==> src/rtl/xcr_tx_if.sv <==
// Signal bundle for xcr_tx: upstream valid/ready stream, credit link and status.
// The slave modport is the transmitter's view; master is the environment's view.
interface xcr_tx_if #(
    parameter int unsigned D_WIDTH = 16,
    parameter int unsigned CREDITS = 4
);
    localparam int unsigned CW = $clog2(CREDITS + 1);

    logic               vldi;
    logic [D_WIDTH-1:0] datai;
    logic               rdyi;
    logic               link_vld;
    logic [D_WIDTH-1:0] link_data;
    logic               crd_rtn;
    logic [CW-1:0]      crd_cnt;
    logic               link_idle;
    logic               crd_err;

    modport master (
        output vldi, datai, crd_rtn,
        input  rdyi, link_vld, link_data, crd_cnt, link_idle, crd_err
    );

    modport slave (
        input  vldi, datai, crd_rtn,
        output rdyi, link_vld, link_data, crd_cnt, link_idle, crd_err
    );
endinterface

==> src/rtl/xcr_tx.sv <==
// Credit-based link transmitter: registered single-beat flits onto the link,
// gated by a credit counter that mirrors free entries in the receiver buffer.
module xcr_tx #(
    parameter int unsigned D_WIDTH = 16,
    parameter int unsigned CREDITS = 4
) (
    input logic    clk,
    input logic    rstn,
    xcr_tx_if.slave bus
);
    localparam int unsigned   CW     = $clog2(CREDITS + 1);
    localparam logic [CW-1:0] CrdMax = CW'(CREDITS);
    localparam logic [CW-1:0] CrdOne = CW'(1);

    logic [CW-1:0]      crd_cnt_q, crd_cnt_d;
    logic               link_vld_q, link_vld_d;
    logic [D_WIDTH-1:0] link_data_q, link_data_d;
    logic               crd_err_q, crd_err_d;
    logic               send;

    // Ready comes from registered state only, so no comb path from vldi/crd_rtn.
    assign bus.rdyi = (crd_cnt_q != '0);
    assign send     = bus.vldi & bus.rdyi;

    always_comb begin
        crd_cnt_d   = crd_cnt_q;
        crd_err_d   = crd_err_q;
        link_vld_d  = send;
        link_data_d = send ? bus.datai : link_data_q;

        unique case ({send, bus.crd_rtn})
            2'b10: crd_cnt_d = crd_cnt_q - CrdOne;
            2'b01: begin
                if (crd_cnt_q == CrdMax) begin
                    crd_err_d = 1'b1;
                end else begin
                    crd_cnt_d = crd_cnt_q + CrdOne;
                end
            end
            default: ;
        endcase
    end

    always_ff @(posedge clk or negedge rstn) begin
        if (!rstn) begin
            crd_cnt_q   <= CrdMax;
            link_vld_q  <= 1'b0;
            link_data_q <= '0;
            crd_err_q   <= 1'b0;
        end else begin
            crd_cnt_q   <= crd_cnt_d;
            link_vld_q  <= link_vld_d;
            link_data_q <= link_data_d;
            crd_err_q   <= crd_err_d;
        end
    end

    assign bus.link_vld  = link_vld_q;
    assign bus.link_data = link_data_q;
    assign bus.crd_cnt   = crd_cnt_q;
    assign bus.crd_err   = crd_err_q;
    assign bus.link_idle = (crd_cnt_q == CrdMax) && !link_vld_q;
endmodule

==> src/flat_wrapper.sv <==
// flat-port wrapper written by rule: the top's interface ports become plain ports
module xcr_tx_flat 
#(
    parameter int unsigned D_WIDTH = 16,
    parameter int unsigned CREDITS = 4
)
  (clk, rstn, bus_vldi, bus_datai, bus_crd_rtn, bus_rdyi, bus_link_vld, bus_link_data, bus_crd_cnt, bus_link_idle, bus_crd_err);
  xcr_tx_if #(.D_WIDTH(D_WIDTH), .CREDITS(CREDITS)) bus_i ();
  input logic clk;
  input logic rstn;
  input wire logic [$bits(bus_i.vldi)-1:0] bus_vldi;
  input wire logic [$bits(bus_i.datai)-1:0] bus_datai;
  input wire logic [$bits(bus_i.crd_rtn)-1:0] bus_crd_rtn;
  output wire logic [$bits(bus_i.rdyi)-1:0] bus_rdyi;
  output wire logic [$bits(bus_i.link_vld)-1:0] bus_link_vld;
  output wire logic [$bits(bus_i.link_data)-1:0] bus_link_data;
  output wire logic [$bits(bus_i.crd_cnt)-1:0] bus_crd_cnt;
  output wire logic [$bits(bus_i.link_idle)-1:0] bus_link_idle;
  output wire logic [$bits(bus_i.crd_err)-1:0] bus_crd_err;
  assign bus_i.vldi = bus_vldi;
  assign bus_i.datai = bus_datai;
  assign bus_i.crd_rtn = bus_crd_rtn;
  assign bus_rdyi = bus_i.rdyi;
  assign bus_link_vld = bus_i.link_vld;
  assign bus_link_data = bus_i.link_data;
  assign bus_crd_cnt = bus_i.crd_cnt;
  assign bus_link_idle = bus_i.link_idle;
  assign bus_crd_err = bus_i.crd_err;
  xcr_tx #(.D_WIDTH(D_WIDTH), .CREDITS(CREDITS)) u_core (.clk(clk), .rstn(rstn), .bus(bus_i));
endmodule
==> config.mk <==
export PLATFORM = sky130hd
export DESIGN_NAME = xcr_tx_flat
export DESIGN_NICKNAME = d
export VERILOG_FILES = /design/src/rtl/xcr_tx_if.sv /design/src/rtl/xcr_tx.sv /design/src/flat_wrapper.sv
export SDC_FILE = /design/constraint.sdc
export NUM_CORES = 1
export LEC_CHECK = 0
export ABC_CLOCK_PERIOD_IN_PS = 5850
export CORE_UTILIZATION = 44
export CTS_BUF_LIST = sky130_fd_sc_hd__clkbuf_16
export DETAILED_ROUTE_END_ITERATION = 16
export PLACE_DENSITY = 0.82
export SYNTH_ARGS = -nofsm -noshare
export SYNTH_HDL_FRONTEND = slang
export SYNTH_SLANG_ARGS = --single-unit
==> constraint.sdc <==
create_clock -name clk -period 5.85 [get_ports clk]
set_input_delay 0.8775 -clock clk [delete_from_list [all_inputs] [get_ports clk]]
set_output_delay 0.8775 -clock clk [all_outputs]
set_load 0.01 [all_outputs]
==> impl_results.md <==
- Worst-path fanout max: 18
- Top cells by area, synth: dfrtp_1 (51%), mux2_4 (12%), mux2_2 (9.1%)
- RR Startpoint: u_core.bus.crd_cnt[0]
- Register area share after synthesis: 53.3%
- Setup violators final: 0
- GRT Util Overall: 21.1%
- Clock buffer depth: 2
- First DRT Iteration DRCs: 13
- Layout cells sized above 1: 22.3%
- Top FF cell, synth: dfrtp_1
- Clk_skew: 0.00266 ns
- # Post-CTS Setup Buffers: 0
- GRT overflow: 0
- Placed insts: 135
- Fmax: 360 MHz
- Outcome: completed
- R2R Path End: u_core.bus.crd_cnt[2]
- Slew Viols, Final: 0
- Max-Cap Viols: 0
- Final nets: 134
- Post-DP Area: 1400 um^2
- Yosys reg bits: 21
- Post-synth cell types: 27
- Number of cells on the worst hold path: 1
- Clock latency on the worst-skew pair: 0.25 ns
- TritonCTS clock tree: yes
- I/O pin count: 43
- Worst Slack Setup Final: 3.08 ns
- Worst-path clk slew: 0.06 ns
- Ant diodes: 0
- RePlAce Congestion: 0.767
- Initial antenna violation count: 0
- DR DRC count: 0
- Detailed Route WL: 2220 um
- Synth top area share: 50.6%
- Row count: 16
- Area Growth Syn to Fin: 50.0%
- IO buf count: 42
- PwrDens: 443 nW/um^2
- Req. time, crit path: 6.02 ns
- H-Tree Depth: 1
- Max VDD drop: 0.000263 V
- Hold WC Path Type: reg2reg
- Crit share post-route: 47.4%
- Die height: 49.4 um
- WS Path Type: in2reg
- Commonest non-fill, non-tap cell in the layout: clkdlybuf4s50_1
- Crit path DAT: 2.94 ns
- Syn avg cell area: 14.1 um^2
- Num CTS Buffers: 3
- Leak: 0.633 nW
- Post_cts resized: 0
- Synth Net Count: 91
- Worst Min Path Start: u_core.bus.crd_err
- Vias per Instance: 5.17
- Hold path endpoint: u_core.bus.crd_err
- Slew headroom: 39.1%
- Fin area: 1480 um^2
- Die Wd: 49.4 um
- Fin crit period: 2.77 ns
- Power, Total: 0.657 mW
- CP Capture Type: flop
- Root buffer cell: clkbuf_16
- Drt pass-1 iters: 4
- WL per Instance: 16.0 um
- Die ar.: 2440 um^2
- Cell taking the most area after synthesis: dfrtp_1
- Final Non-Filler Cells: 139
- Core area: 2040 um^2
- R2R Setup Slk: 3.52 ns
- Actual slew at the worst max-slew pin: 0.910 ns
- DRT antenna net count: 0
- Mapped cell area: 988 um^2
- Setup_tns: 0 ns
- Initial Util: 48.4%
- EDFF count, synth: 0
- Largest net degree at the start of global routing: 22
- Hpwl dp: 1540 um
- Global-route wire length before repair: 3830 um
- Commonest non-fill, non-tap cells in the layout: clkdlybuf4s50_1 (42), dfrtp_1 (20), mux2_4 (8), mux2_2 (8), nand2_1 (5)
- Hold Fails Final Rpt: 0
- Vias in the first global route: 818
- Clock Sinks: 21
- Synth Instances: 70
- Via count: 718
- CP Launch Type: input port
- DP Worst Slack: 2.85 ns
- Yosys warning count: 0
- Async SR Flop Fraction: 100%
- RSZ-0062 raised after global routing: no
- R2R depth: 7
- Hold Buf Count CTS: 0
==> report_power, final <==
group	leakage, nW	switching [mW]	internal [mW]
combinational	0.350	0.103	0.169
clock	0.0409	0.0500	0.0916
sequential	0.243	0.0491	0.194
==> layout make-up <==
class,instances,area (um^2)
multi-input combinational,42,410
fill,149,559
clock buffer,3,75.1
inverter,3,11.3
timing repair buffer,42,420
clock inverter,1,5.00
tap,27,33.8
sequential,21,527
==> how the worst max path moves through the flow <==
stage	startpoint	endpoint	slack (ns)	depth (start not counted)
floorplan	bus_vldi	u_core.bus.crd_cnt[2]	3.45	8
global placement	bus_vldi	u_core.bus.crd_cnt[2]	2.91	7
detailed placement	bus_vldi	u_core.bus.crd_cnt[2]	2.85	7
CTS	bus_vldi	u_core.bus.crd_cnt[2]	3.09	7
global route	bus_vldi	u_core.bus.crd_cnt[2]	2.96	7
finish	bus_vldi	u_core.bus.crd_cnt[2]	3.08	7
==> cells by family after synthesis <==
kind of cell             after synthesis  share of synthesized area (%)
AO/OA/AOI/OAI                          8                           6.71
AND/OR/NAND/NOR                       14                           8.61
XOR/XNOR                               1                          0.886
flip-flops                            21                           53.3
adder cells (fa/ha/maj)                1                           2.03
buffers and inverters                  7                           5.19
multiplexers                          18                           23.3
==> stage by stage <==
step                hold WS [ns]  util, %
floorplan                  0.507        -
global placement           0.449     68.7
detailed placement         0.454     68.7
CTS                        0.477     72.6
global route               0.488     72.6
finish                     0.471     72.6
==> layer usage <==
layer | routed length, um | track usage (%) | vias up
li1 | - | - | 329
met5 | 0 | 0 | -
met1 | 895 | 25.9 | 352
met4 | 29 | 8.10 | 0
met3 | 115 | 3.43 | 4
met2 | 1180 | 36.8 | 33
==> synthesized netlist by cell type (2+ instances only) <==
library cell	number
mux2_4	8
mux2i_1	2
inv_1	3
dfrtp_1	20
nor2_1	3
mux2_2	8
nand2_1	5
o221ai_1	2
==> sequential cells by signal, indices dropped and copies added, names as in the netlist <==
register / count
u_core.bus.link_data: 16
u_core.bus.link_vld: 1
u_core.bus.crd_cnt: 3
u_core.bus.crd_err: 1
==> worst max-delay path: stages <==
cell	delay, ns
clkdlybuf4s50_1	0.64
nand2_8	0.28
nand2_1	0.10
fa_1	0.39
nand2b_1	0.17
o32a_1	0.31
o221ai_1	0.16
Power figures use the tool's default switching activity.
